### src/rtl/syst_feeder_pkg.sv
// Shared types and constants for the systolic-array feeder and its stream interface.
package syst_pkg;
  localparam int SYST_WORD = 32;
  localparam int SYST_ROWS = 4;
  localparam int SYST_X_W  = 8;

  typedef enum logic [1:0] {IDLE, LOAD_W, STREAM, DRAIN} feeder_state_t;
endpackage

### src/rtl/syst_feeder_if.sv
// Beat stream from the host plus the wrapper-facing strobes and result-valid return.
interface syst_feeder_if import syst_pkg::*; #(
  parameter int WORD = SYST_WORD,
  parameter int ROWS = SYST_ROWS
);
  logic [WORD-1:0] s_data_i;
  logic            s_valid_i;
  logic            s_ready_o;
  logic [WORD-1:0] data_o;
  logic            valid_o;
  logic [ROWS-1:0] valid_raw_o;
  logic            res_valid_i;

  modport master (
    output s_data_i, s_valid_i, res_valid_i,
    input  s_ready_o, data_o, valid_o, valid_raw_o
  );

  modport slave (
    input  s_data_i, s_valid_i, res_valid_i,
    output s_ready_o, data_o, valid_o, valid_raw_o
  );
endinterface

### src/rtl/syst_feeder.sv
// Sequencer feeding weight rows and activation vectors into the 4x4 systolic wrapper,
// counting returned results and flagging completion or drain timeout.
module syst_feeder import syst_pkg::*; #(
  parameter int WORD      = SYST_WORD,
  parameter int ROWS      = SYST_ROWS,
  parameter int NVEC_W    = 5,
  parameter int DRAIN_MAX = 64
) (
  input  logic              clk_i,
  input  logic              rst_i,
  input  logic              start_i,
  input  logic              load_w_i,
  input  logic [NVEC_W-1:0] num_vec_i,
  syst_feeder_if.slave      bus,
  output logic              busy_o,
  output logic              done_o,
  output logic              err_o
);
  localparam int ROW_W = (ROWS > 1) ? $clog2(ROWS) : 1;
  localparam int DRN_W = $clog2(DRAIN_MAX + 1);
  localparam logic [ROW_W-1:0] ROW_LAST = ROW_W'(ROWS - 1);
  localparam logic [DRN_W-1:0] DRN_LAST = DRN_W'(DRAIN_MAX - 1);

  feeder_state_t state_q, state_d;
  logic [NVEC_W-1:0] n_q, n_d, vec_cnt_q, vec_cnt_d, res_cnt_q, res_cnt_d, res_next;
  logic [ROW_W-1:0]  row_cnt_q, row_cnt_d;
  logic [DRN_W-1:0]  drn_cnt_q, drn_cnt_d;
  logic [WORD-1:0]   data_q;
  logic              valid_q, done_q, err_q;
  logic [ROWS-1:0]   raw_q;
  logic              in_idle, in_load, in_stream, in_drain, s_ready;
  logic              acc, start_ok, res_inc, done_hit, tout_hit;

  // ---------------- FSM ----------------
  always_ff @(posedge clk_i or negedge rst_i) begin
    if (!rst_i) state_q <= IDLE;
    else        state_q <= state_d;
  end

  always_comb begin
    state_d = state_q;
    case (state_q)
      IDLE:    if (start_ok) state_d = load_w_i ? LOAD_W : STREAM;
      LOAD_W:  if (acc && row_cnt_q == ROW_LAST) state_d = STREAM;
      STREAM:  if (acc && vec_cnt_q == n_q - NVEC_W'(1)) state_d = DRAIN;
      DRAIN:   if (done_hit || tout_hit) state_d = IDLE;
      default: state_d = IDLE;
    endcase
  end

  always_comb begin
    in_idle   = (state_q == IDLE);
    in_load   = (state_q == LOAD_W);
    in_stream = (state_q == STREAM);
    in_drain  = (state_q == DRAIN);
    s_ready   = in_load || (in_stream && vec_cnt_q < n_q);
  end

  assign acc      = bus.s_valid_i && s_ready;
  assign start_ok = in_idle && start_i && (num_vec_i != '0);
  // Results can overtake the tail of STREAM; count them there too, but never past N.
  assign res_inc  = bus.res_valid_i && (in_stream || in_drain) && (res_cnt_q < n_q);
  assign res_next = res_cnt_q + {{(NVEC_W-1){1'b0}}, res_inc};
  assign done_hit = in_drain && (res_next == n_q);
  assign tout_hit = in_drain && !done_hit && !bus.res_valid_i && (drn_cnt_q == DRN_LAST);

  // ---------------- counters ----------------
  always_comb begin
    n_d       = n_q;
    row_cnt_d = row_cnt_q;
    vec_cnt_d = vec_cnt_q;
    res_cnt_d = res_next;
    drn_cnt_d = '0;
    if (start_ok) begin
      n_d       = num_vec_i;
      row_cnt_d = '0;
      vec_cnt_d = '0;
      res_cnt_d = '0;
    end
    if (acc && in_load)   row_cnt_d = row_cnt_q + ROW_W'(1);
    if (acc && in_stream) vec_cnt_d = vec_cnt_q + NVEC_W'(1);
    if (in_drain && !bus.res_valid_i) drn_cnt_d = drn_cnt_q + DRN_W'(1);
  end

  always_ff @(posedge clk_i or negedge rst_i) begin
    if (!rst_i) begin
      n_q       <= '0;
      row_cnt_q <= '0;
      vec_cnt_q <= '0;
      res_cnt_q <= '0;
      drn_cnt_q <= '0;
    end else begin
      n_q       <= n_d;
      row_cnt_q <= row_cnt_d;
      vec_cnt_q <= vec_cnt_d;
      res_cnt_q <= res_cnt_d;
      drn_cnt_q <= drn_cnt_d;
    end
  end

  // ---------------- output register stage ----------------
  always_ff @(posedge clk_i or negedge rst_i) begin
    if (!rst_i) begin
      data_q  <= '0;
      valid_q <= 1'b0;
      raw_q   <= '0;
    end else begin
      if (acc) data_q <= bus.s_data_i;
      valid_q <= acc && in_stream;
      raw_q   <= (acc && in_load) ? (ROWS'(1) << row_cnt_q) : '0;
    end
  end

  // ---------------- status flags ----------------
  always_ff @(posedge clk_i or negedge rst_i) begin
    if (!rst_i) begin
      done_q <= 1'b0;
      err_q  <= 1'b0;
    end else begin
      done_q <= done_hit;
      if (start_ok)      err_q <= 1'b0;
      else if (tout_hit) err_q <= 1'b1;
    end
  end

  assign bus.s_ready_o   = s_ready;
  assign bus.data_o      = data_q;
  assign bus.valid_o     = valid_q;
  assign bus.valid_raw_o = raw_q;
  assign busy_o          = !in_idle;
  assign done_o          = done_q;
  assign err_o           = err_q;
endmodule

### src/flat_wrapper.sv
// flat-port wrapper written by rule: the top's interface ports become plain ports
module syst_feeder_flat import syst_pkg::*;
#(
  parameter int WORD      = SYST_WORD,
  parameter int ROWS      = SYST_ROWS,
  parameter int NVEC_W    = 5,
  parameter int DRAIN_MAX = 64
)
  (clk_i, rst_i, start_i, load_w_i, num_vec_i, busy_o, done_o, err_o, bus_s_data_i, bus_s_valid_i, bus_res_valid_i, bus_s_ready_o, bus_data_o, bus_valid_o, bus_valid_raw_o);
  syst_feeder_if #(.WORD(WORD), .ROWS(ROWS)) bus_i ();
  input  logic clk_i;
  input  logic rst_i;
  input  logic start_i;
  input  logic load_w_i;
  input  logic [NVEC_W-1:0] num_vec_i;
  output logic busy_o;
  output logic done_o;
  output logic err_o;
  input wire logic [$bits(bus_i.s_data_i)-1:0] bus_s_data_i;
  input wire logic [$bits(bus_i.s_valid_i)-1:0] bus_s_valid_i;
  input wire logic [$bits(bus_i.res_valid_i)-1:0] bus_res_valid_i;
  output wire logic [$bits(bus_i.s_ready_o)-1:0] bus_s_ready_o;
  output wire logic [$bits(bus_i.data_o)-1:0] bus_data_o;
  output wire logic [$bits(bus_i.valid_o)-1:0] bus_valid_o;
  output wire logic [$bits(bus_i.valid_raw_o)-1:0] bus_valid_raw_o;
  assign bus_i.s_data_i = bus_s_data_i;
  assign bus_i.s_valid_i = bus_s_valid_i;
  assign bus_i.res_valid_i = bus_res_valid_i;
  assign bus_s_ready_o = bus_i.s_ready_o;
  assign bus_data_o = bus_i.data_o;
  assign bus_valid_o = bus_i.valid_o;
  assign bus_valid_raw_o = bus_i.valid_raw_o;
  syst_feeder #(.WORD(WORD), .ROWS(ROWS), .NVEC_W(NVEC_W), .DRAIN_MAX(DRAIN_MAX)) u_core (.clk_i(clk_i), .rst_i(rst_i), .start_i(start_i), .load_w_i(load_w_i), .num_vec_i(num_vec_i), .bus(bus_i), .busy_o(busy_o), .done_o(done_o), .err_o(err_o));
endmodule
### config.mk
export PLATFORM = sky130hd
export DESIGN_NAME = syst_feeder_flat
export DESIGN_NICKNAME = d
export VERILOG_FILES = /design/src/rtl/syst_feeder_pkg.sv /design/src/rtl/syst_feeder_if.sv /design/src/rtl/syst_feeder.sv /design/src/flat_wrapper.sv
export SDC_FILE = /design/constraint.sdc
export NUM_CORES = 1
export LEC_CHECK = 0
export ABC_AREA = 1
export CAP_MARGIN = 10
export CORE_UTILIZATION = 53
export DETAILED_ROUTE_END_ITERATION = 6
export PLACE_DENSITY = 0.89
export SYNTH_ARGS = -nofsm -noshare
export SYNTH_HDL_FRONTEND = slang
export SYNTH_SLANG_ARGS = --single-unit
### constraint.sdc
create_clock -name clk_i -period 5.8 [get_ports clk_i]
set_input_delay 1.16 -clock clk_i [delete_from_list [all_inputs] [get_ports clk_i]]
set_output_delay 1.16 -clock clk_i [all_outputs]
set_load 0.05 [all_outputs]
==> results of run 1 <==
-- layer usage --
metal	global-route usage (%)	routed length, um	vias up
li1	-	-	1257
met1	31.2	3150	1297
met2	46.0	4580	63
met3	7.42	353	10
met4	8.93	127	0
met5	0	0	-
-- final timing paths --
kind,endpoint,cells after the start
max,bus_s_ready_o,8
min in group asynchronous,u_core.vec_cnt_q[2]$_DFFE_PN0P_,2
min,u_core.drn_cnt_q[0]$_DFF_PN0_,1
max reg2reg,u_core.state_q[0]$_DFFE_PN0P_,16
min reg2reg,u_core.drn_cnt_q[0]$_DFF_PN0_,1
max in group asynchronous,u_core.res_cnt_q[1]$_DFF_PN0_,2
-- Yosys cell counts --
cell type   n  area (um^2)
o21ai_0    17         85.1
buf_6       3         33.8
a21oi_1     9         45.0
nand2_1    71          267
nand2_2     1         6.26
inv_1      42          158
dfrtp_1    65         1630
o21bai_1    1         7.51
o21a_1      1         7.51
nand4_1     6         37.5
xor2_1      2         17.5
or2_2       1         6.26
nand2_4     1         11.3
nor2_1     26         97.6
mux2_4     30          450
nor3_1      2         10.0
o21ai_2     1         8.76
inv_2       3         11.3
ha_1       23          288
mux2_2      2         22.5
nor3_2      1         10.0
nor2_2      1         6.26
o221ai_1    1         8.76
and3_1      1         6.26
nand3_1    19         95.1
xnor2_1     1         8.76
-- power groups by stage --
stage / Combinational (mW) / Sequential, mW / Clock (mW)
5_1_grt: 1.62 / 0.758 / 0.452
3_3_place_gp: 1.47 / 0.727 / 0
4_1_cts: 1.53 / 0.736 / 0.436
2_1_floorplan: 0.661 / 1.14 / 0
6_report: 1.52 / 0.739 / 0.428
3_5_place_dp: 1.51 / 0.739 / 0
-- stage by stage --
step | instances | hold slack, ps | utilization [%] | setup WS, ps | total power, mW
2_1_floorplan | 331 | 431 | - | 3180 | 1.80
3_3_place_gp | 487 | 445 | 70.5 | 2620 | 2.19
3_5_place_dp | 487 | 477 | 70.5 | 2520 | 2.25
4_1_cts | 503 | 494 | 74.2 | 2190 | 2.70
5_1_grt | 503 | 519 | 74.2 | 2030 | 2.83
6_report | 503 | 499 | 74.2 | 2180 | 2.69
-- area by class of cell --
class,instances,share of cell area [%]
clock buffers,10,2.87
clock inverters,6,2.08
inverters,45,3.80
multi-input cells,218,33.8
flip-flops and latches,65,36.6
well taps,75,2.11
repair buffers,84,18.7
-- logic make-up after synthesis --
group	synth area share (%)
flops	48.8
buf+inv	6.08
xor+xnor	0.789
fa+ha+maj	8.64
simple gates	16.6
compound gates	4.88
mux	14.2
-- registers in the layout, summed over array words and instances (netlist names) --
register and flops:
u_core.bus.data_o 32, u_core.bus.valid_o 1, u_core.bus.valid_raw_o 4, u_core.done_o 1, u_core.drn_cnt_q 7, u_core.err_o 1, u_core.n_q 5, u_core.res_cnt_q 5
u_core.row_cnt_q 2, u_core.state_q 2, u_core.vec_cnt_q 5
==> run_results.csv, run 1 <==
group,metric,value,unit
sta,hold_viol_final,0,
sta,setup_viol,0,
cts,ctsResizeCount,0,
floorplan,die_h,81.3,um
cts,root_buffer,"clkbuf_8",
layout,ff_latch_area,0.00163,mm^2
setup_path,crit_family,"buffers and inverters",
floorplan,die_w,81.3,um
sta,slew_viol_final,0,
sta,fmax,276,MHz
layout,fillers,391,
setup_path,critPathMaxFanout,5,
power,seqPwrFrac,27.5,%
sta,fin_skew,6.58,ps
route,dr.pass1.iters,4,
power,p_per_area,605,mW/mm^2
global_route,grt-ovfl-total,0,
route,routedWlPerCell,16.3,um
sta,finalSetupTns,0,ps
sta,final.min_clock_period,3620,ps
yosys,ys_seq_elements,65,
cts,cts_tree,"built",
place,placed_cell_area,0.00423,mm^2
global_route,grt_max_degree,66,
layout,layout-drive-gt1-share,13.6,%
setup_path,crit_path_end_kind,"output port",
cts,hold_buffers,0,
layout,final_common_cell,"clkdlybuf4s50_1",
setup_path,rr_startpoint,"u_core.n_q[4]$_DFFE_PN0P_",
power,swShare,45.6,%
cts,post_cts_buffers,0,
setup_path,cpPeakStageDelay,820,ps
yosys,yosysWarnings,0,
setup_path,setup.worst_path.start_class,"register",
yosys,syn_avg_cell_area,10.1,um^2
hold_path,min_from,"u_core.drn_cnt_q[0]$_DFF_PN0_",
cts,cts_buffers,9,
route,drt_iter0_drc,118,
power,clkPwrFrac,15.9,%
power,power_switching,1.23,mW
outcome,status,"finished, final reports clean",
place,hpwl,5800,um
yosys,synth_cells,331,
setup_path,worst_ep_arrival_time,2460,ps
layout,syn2layout_area_growth,33.4,%
yosys,seq_area_frac_synth,48.8,%
route,wl,8210,um
flow_run,drv_cap,0,
layout,nNetsFinal,489,
setup_path,worstPathRequired,4640,ps
route,drtAntennaViolNets,0,
cts,h-tree-depth,3,
global_route,grt_pass1_wl,12700,um
sta,slew_headroom,45.7,%
place,port_buffers,83,
yosys,synth_area,0.00333,mm^2
power,leakagePower,2.19,nW
layout,mostFrequentLayoutCells,"clkdlybuf4s50_1, nand2_1, dfrtp_1",
setup_path,setup.worst_path.start,"u_core.n_q[4]$_DFFE_PN0P_",
setup_path,worst-path-buf-inv,3,
sta,tightest_slew,815,ps
yosys,synth_cell_type_count,26,
layout,multi_input_area,0.00150,mm^2
route,via_per_inst,5.22,
floorplan,start_util,55.6,%
layout,antenna-diode-count,0,
sta,min_period_over_period,62.5,%
layout,design_area,0.00445,mm^2
power,pwr-share-comb,56.6,%
place,place_congestion,0.875,
cts,clk_path_buf_depth,2,
floorplan,num_rows,28,
global_route,grt_pass1_vias,2643,
floorplan,core-area,0.00599,mm^2
cts,clk_pin_slew,70,ps
route,vias,2627,
floorplan,io_pins,84,
setup_path,regToRegSetupSlack,2990,ps
setup_path,crit_chain,"inv_1, ha_1, nand2_1, inv_1, nand2_1, nand4_1, nand2_2, clkdlybuf4s50_1",
setup_path,critPathKind,"reg2out",
setup_path,crit_slowest_cell,"clkdlybuf4s50_1",
route,drc,0,
global_route,antenna_found_initial,0,
hold_path,hold_path_class,"reg2reg",
cts,clock-sinks,65,
cts,clkLatencyLatePin,350,ps
power,intPower,1.46,mW
sta,rsz0062_at_grt,"false",
power,ir_worst_vdd,501,uV
floorplan,dieArea,0.00661,mm^2
yosys,syn_nets,397,
global_route,grt_usage,26.5,%
Note: power is estimated with default switching activity, not from simulation.
==> inputs of run 2 (changes only) <==
--- a/config.mk
+++ b/config.mk
@@ -7,9 +7,9 @@
 export LEC_CHECK = 0
 export ABC_AREA = 1
 export CAP_MARGIN = 10
-export CORE_UTILIZATION = 53
+export CORE_UTILIZATION = 44
 export DETAILED_ROUTE_END_ITERATION = 6
-export PLACE_DENSITY = 0.89
+export PLACE_DENSITY = 0.8
 export SYNTH_ARGS = -nofsm -noshare
 export SYNTH_HDL_FRONTEND = slang
 export SYNTH_SLANG_ARGS = --single-unit
==> constraint.sdc (replaced) <==
create_clock -name clk_i -period 3.05 [get_ports clk_i]
set_input_delay 0.61 -clock clk_i [delete_from_list [all_inputs] [get_ports clk_i]]
set_output_delay 0.61 -clock clk_i [all_outputs]
set_load 0.05 [all_outputs]
==> run_results.csv, run 2 (same netlist as run 1, synthesis figures left out) <==
group,metric,value,unit
floorplan,die_h,89.0,um
outcome,status,"finished, final reports clean",
flow_run,drv_cap,0,
floorplan,num_rows,31,
layout,fillers,599,
floorplan,dieArea,0.00792,mm^2
power,intPower,2.86,mW
global_route,grt_max_degree,46,
cts,hold_buffers,0,
layout,layout-drive-gt1-share,14.0,%
place,place_congestion,0.836,
route,routedWlPerCell,14.7,um
place,hpwl,5730,um
cts,root_buffer,"clkbuf_8",
cts,clk_path_buf_depth,2,
place,dp.cells,513,
sta,setup_viol,0,
sta,finalSetupTns,0,ps
sta,fmax,357,MHz
power,leakagePower,2.22,nW
global_route,grt_pass1_vias,2593,
floorplan,io_pins,84,
power,ir_worst_vdd,676,uV
layout,antenna-diode-count,0,
sta,tightest_slew,961,ps
place,port_buffers,83,
global_route,antenna_found_initial,0,
route,via_per_inst,4.94,
layout,largest_reg_flops,32,
sta,rsz0062_at_grt,"false",
global_route,grt-ovfl-total,0,
sta,slew_headroom,36.0,%
route,vias,2611,
layout,mostFrequentLayoutCells,"clkdlybuf4s50_1, nand2_1, dfrtp_1",
floorplan,core-area,0.00729,mm^2
floorplan,die_w,89.0,um
layout,final_util,61.9,%
layout,final_common_cell,"clkdlybuf4s50_1",
layout,syn2layout_area_growth,35.4,%
layout,final_cells,529,
cts,cts_buffers,9,
cts,clock-sinks,65,
route,drt_iter0_drc,80,
global_route,grt_usage,20.8,%
cts,clkLatencyLatePin,360,ps
sta,fin_skew,11.6,ps
cts,h-tree-depth,3,
sta,slew_viol_final,0,
route,drtAntennaViolNets,0,
power,pwr-share-comb,55.5,%
route,drc,0,
cts,cts_tree,"built",
power,p_per_area,1150,mW/mm^2
sta,final.min_clock_period,2800,ps
cts,post_cts_buffers,0,
global_route,grt_pass1_wl,12200,um
place,placed_cell_area,0.00427,mm^2
hold_path,hold_path_class,"in2async",
sta,hold_viol_final,0,
setup_path,worst_ep_arrival_time,2190,ps
sta,min_period_over_period,91.9,%
power,seqPwrFrac,26.9,%
route,wl,7770,um
route,dr.pass1.iters,4,
layout,nNetsFinal,491,
power,clkPwrFrac,17.6,%
setup_path,critPathMaxFanout,5,
setup_path,setup.worst_path.start_class,"register",
power,swShare,44.7,%
layout,design_area,0.00451,mm^2
setup_path,crit_path_end_kind,"output port",
cts,clk_pin_slew,80,ps
setup_path,worstPathRequired,2440,ps
power,power_switching,2.31,mW
floorplan,start_util,45.7,%
setup_path,critPathKind,"reg2out",
power,power.total,5.17,mW
==> run 2: cell types whose count changed in the layout (fill, tap and decap cells not counted), sizes merged <==
| cell | delta |
|---|---|
| inv | +1 |
| clkdlybuf4s50 | -1 |
| clkinv | -1 |
| clkinvlp | -1 |
| buf | +2 |
| bufinv | +1 |
| dlygate4sd2 | +1 |
==> run 2: through the flow <==
step           setup slack, ps  hold slack, ps
3_5_place_dp               305             453
5_1_grt                   49.1             485
4_1_cts                    247             431
3_3_place_gp               390             446
6_report                   247             401
2_1_floorplan              684             314
==> run 2: path summary, 6_finish.rpt <==
kind / start / end / slack, ps / depth (start not counted)
max: u_core.n_q[4]$_DFFE_PN0P_ / bus_s_ready_o / 250 / 8
min: rst_i / u_core.bus.data_o[16]$_DFFE_PN0P_ / 400 / 1
max reg2reg: u_core.n_q[4]$_DFFE_PN0P_ / u_core.state_q[1]$_DFFE_PN0P_ / 360 / 18
min reg2reg: u_core.drn_cnt_q[0]$_DFF_PN0_ / u_core.drn_cnt_q[0]$_DFF_PN0_ / 460 / 1
max in group asynchronous: rst_i / u_core.bus.valid_raw_o[3]$_DFF_PN0_ / 1900 / 2
min in group clk_i: u_core.drn_cnt_q[0]$_DFF_PN0_ / u_core.drn_cnt_q[0]$_DFF_PN0_ / 460 / 1
==> run 2: worst max-delay path, cell delays in order (launching register included) <==
cell	delay, ps
dfrtp_1	420
inv_1	170
ha_1	280
nand2_1	90
inv_1	40
nand2_1	60
nand4_1	110
nand2_2	120
dlygate4sd2_1	550
==> run 2: cell type report <==
class | count | area, um^2 | share of cell area [%]
clock buffer | 10 | 128 | 2.83
multi-input combinational | 218 | 1500 | 33.3
inverter | 45 | 169 | 3.74
tap | 99 | 124 | 2.75
sequential | 65 | 1630 | 36.1
clock inverter | 6 | 115 | 2.55
timing repair buffer | 86 | 847 | 18.8
==> run 2: repair_timing <==
action | CTS | global route
endpoints found under the setup margin | 1 | 0
resized for setup | 1 | 0
hold endpoints to repair | 0 | 0
==> run 2: metal layers <==
layer	global-route usage (%)	wire length (um)
met1	25.0	3280
met2	35.4	3990
met3	5.26	338
met4	9.24	162
met5	0	0
==> run 2: power by group through the flow <==
| stage | registers, mW | logic [mW] | clock network [mW] |
|---|---|---|---|
| after detailed placement | 1.41 | 2.87 | 0 |
| after CTS | 1.40 | 2.88 | 0.921 |
| after global placement | 1.38 | 2.80 | 0 |
| after global routing | 1.44 | 3.07 | 0.967 |
| final | 1.39 | 2.87 | 0.911 |
| after floorplan | 2.17 | 1.26 | 0 |
==> inputs of run 3 (changes only) <==
--- a/config.mk
+++ b/config.mk
@@ -6,10 +6,12 @@
 export NUM_CORES = 1
 export LEC_CHECK = 0
 export ABC_AREA = 1
-export CAP_MARGIN = 10
+export CAP_MARGIN = 40
 export CORE_UTILIZATION = 44
+export CTS_BUF_LIST = sky130_fd_sc_hd__clkbuf_16
 export DETAILED_ROUTE_END_ITERATION = 6
 export PLACE_DENSITY = 0.8
+export REMOVE_ABC_BUFFERS = 1
 export SYNTH_ARGS = -nofsm -noshare
 export SYNTH_HDL_FRONTEND = slang
 export SYNTH_SLANG_ARGS = --single-unit
==> run_results.csv, run 3 (same netlist as run 1, synthesis figures left out) <==
group,metric,value,unit
floorplan,io_pins,84,
cts,clk_pin_slew,60,ps
sta,fin_skew,8.20,ps
power,pwr-share-comb,54.4,%
layout,mostFrequentLayoutCells,"clkdlybuf4s50_1, nand2_1, dfrtp_1",
floorplan,start_util,45.7,%
route,drc,0,
layout,final_cells,528,
setup_path,critPathKind,"reg2reg",
route,dr.pass1.iters,4,
setup_path,rr_startpoint,"u_core.n_q[4]$_DFFE_PN0P_",
setup_path,r2r_cells,16,
sta,fmax,363,MHz
cts,clkLatencyLatePin,330,ps
layout,ff_latch_area,0.00163,mm^2
setup_path,worst_ep_arrival_time,2970,ps
place,port_buffers,83,
place,place_congestion,0.908,
global_route,grt_pass1_vias,2561,
sta,finalSetupTns,0,ps
cts,clk_path_buf_depth,2,
floorplan,num_rows,31,
layout,nNetsFinal,490,
global_route,grt_usage,20.7,%
sta,min_period_over_period,90.2,%
route,drtAntennaViolNets,0,
sta,slew_headroom,64.6,%
layout,fillers,604,
power,swShare,44.4,%
floorplan,die_w,89.0,um
cts,clock-sinks,65,
route,drt_iter0_drc,157,
setup_path,critPathMaxFanout,5,
cts,cts_tree,"built",
setup_path,setup.worst_path.end,"u_core.state_q[1]$_DFFE_PN0P_",
setup_path,setup.worst_path.start_class,"register",
global_route,grt_pass1_wl,12300,um
sta,rsz0062_at_grt,"false",
route,routedWlPerCell,14.8,um
layout,final_common_cell,"clkdlybuf4s50_1",
floorplan,core-area,0.00729,mm^2
place,dp.cells,512,
cts,cts_buffers,9,
setup_path,reg2reg_to,"u_core.state_q[1]$_DFFE_PN0P_",
sta,final.min_clock_period,2750,ps
route,vias,2627,
power,ir_worst_vdd,681,uV
sta,slew_viol_final,0,
power,leakagePower,2.25,nW
global_route,antenna_found_initial,0,
outcome,status,"finished, final reports clean",
floorplan,dieArea,0.00792,mm^2
layout,multi_input_area,0.00150,mm^2
layout,largest_reg_flops,32,
place,hpwl,5630,um
power,seqPwrFrac,26.4,%
cts,h-tree-depth,3,
setup_path,regToRegSetupSlack,300,ps
layout,syn2layout_area_growth,37.3,%
setup_path,setup.worst_path.start,"u_core.n_q[4]$_DFFE_PN0P_",
global_route,grt-ovfl-total,0,
sta,tightest_slew,530,ps
sta,setup_viol,0,
route,via_per_inst,4.98,
setup_path,worstPathRequired,3270,ps
layout,layout-drive-gt1-share,13.8,%
route,wl,7840,um
hold_path,hold_path_class,"in2async",
flow_run,drv_cap,0,
setup_path,crit_path_end_kind,"register",
power,p_per_area,1160,mW/mm^2
layout,antenna-diode-count,0,
floorplan,die_h,89.0,um
cts,post_cts_buffers,0,
power,power_switching,2.36,mW
cts,root_buffer,"clkbuf_16",
global_route,grt_max_degree,59,
sta,hold_viol_final,0,
power,intPower,2.95,mW
power,clkPwrFrac,19.2,%
==> run 3: power groups by stage <==
stage / registers (mW) / logic (mW) / clock network (mW)
after floorplan: 2.17 / 1.22 / 0
after global placement: 1.39 / 2.80 / 0
after detailed placement: 1.40 / 2.87 / 0
after CTS: 1.40 / 2.90 / 1.03
after global routing: 1.44 / 3.08 / 1.07
final: 1.40 / 2.89 / 1.02
==> run 3: worst min path at each step <==
| stage | cells after the start | end |
|---|---|---|
| floorplan | 0 | u_core.bus.data_o[0]$_DFFE_PN0P_ |
| global placement | 1 | u_core.drn_cnt_q[0]$_DFF_PN0_ |
| detailed placement | 1 | u_core.drn_cnt_q[0]$_DFF_PN0_ |
| CTS | 1 | u_core.bus.data_o[13]$_DFFE_PN0P_ |
| global route | 1 | u_core.bus.data_o[13]$_DFFE_PN0P_ |
| finish | 1 | u_core.bus.data_o[13]$_DFFE_PN0P_ |
==> run 3: timing repair <==
item / CTS / global route
resized for setup: 0 / 1
endpoints found under the setup margin: 0 / 1
hold buffers: 0 / 0
==> run 3: final cells by class <==
class,instances,area share [%]
clock buffer,9,4.92
multi-input combinational,218,32.9
sequential,65,35.6
inverter,45,3.69
timing repair buffer,85,18.7
clock inverter,7,1.56
tap,99,2.71
==> run 3: critical path: stages, from the launching register on <==
cell      delay [ps]
dfrtp_1          410
inv_1            170
ha_1             290
a21oi_1          150
o221ai_1         130
nor2_1           110
ha_1             200
ha_1             200
nand2_1          120
o21ai_2          150
nand3_1           90
nand2_1           70
nand3_1          130
nand2_1          150
nand3_1          120
nand2_1           90
nand2_1           70
==> run 3: metrics by stage <==
stage	power [mW]	hold slack (ps)	cell area, um^2	util (%)	setup WS (ps)
detailed placement	4.27	453	4280	58.6	271
global route	5.59	130	4570	62.7	68.0
floorplan	3.39	314	3300	-	684
CTS	5.34	120	4570	62.7	9.59
global placement	4.19	446	4280	58.6	401
finish	5.31	124	4570	62.7	299
==> run 3: per-layer routing <==
metal,global-route usage [%],part of all wire [%]
met1,26.3,43
met2,35.6,53
met3,4.80,2.6
met4,5.77,1.2
met5,0,0
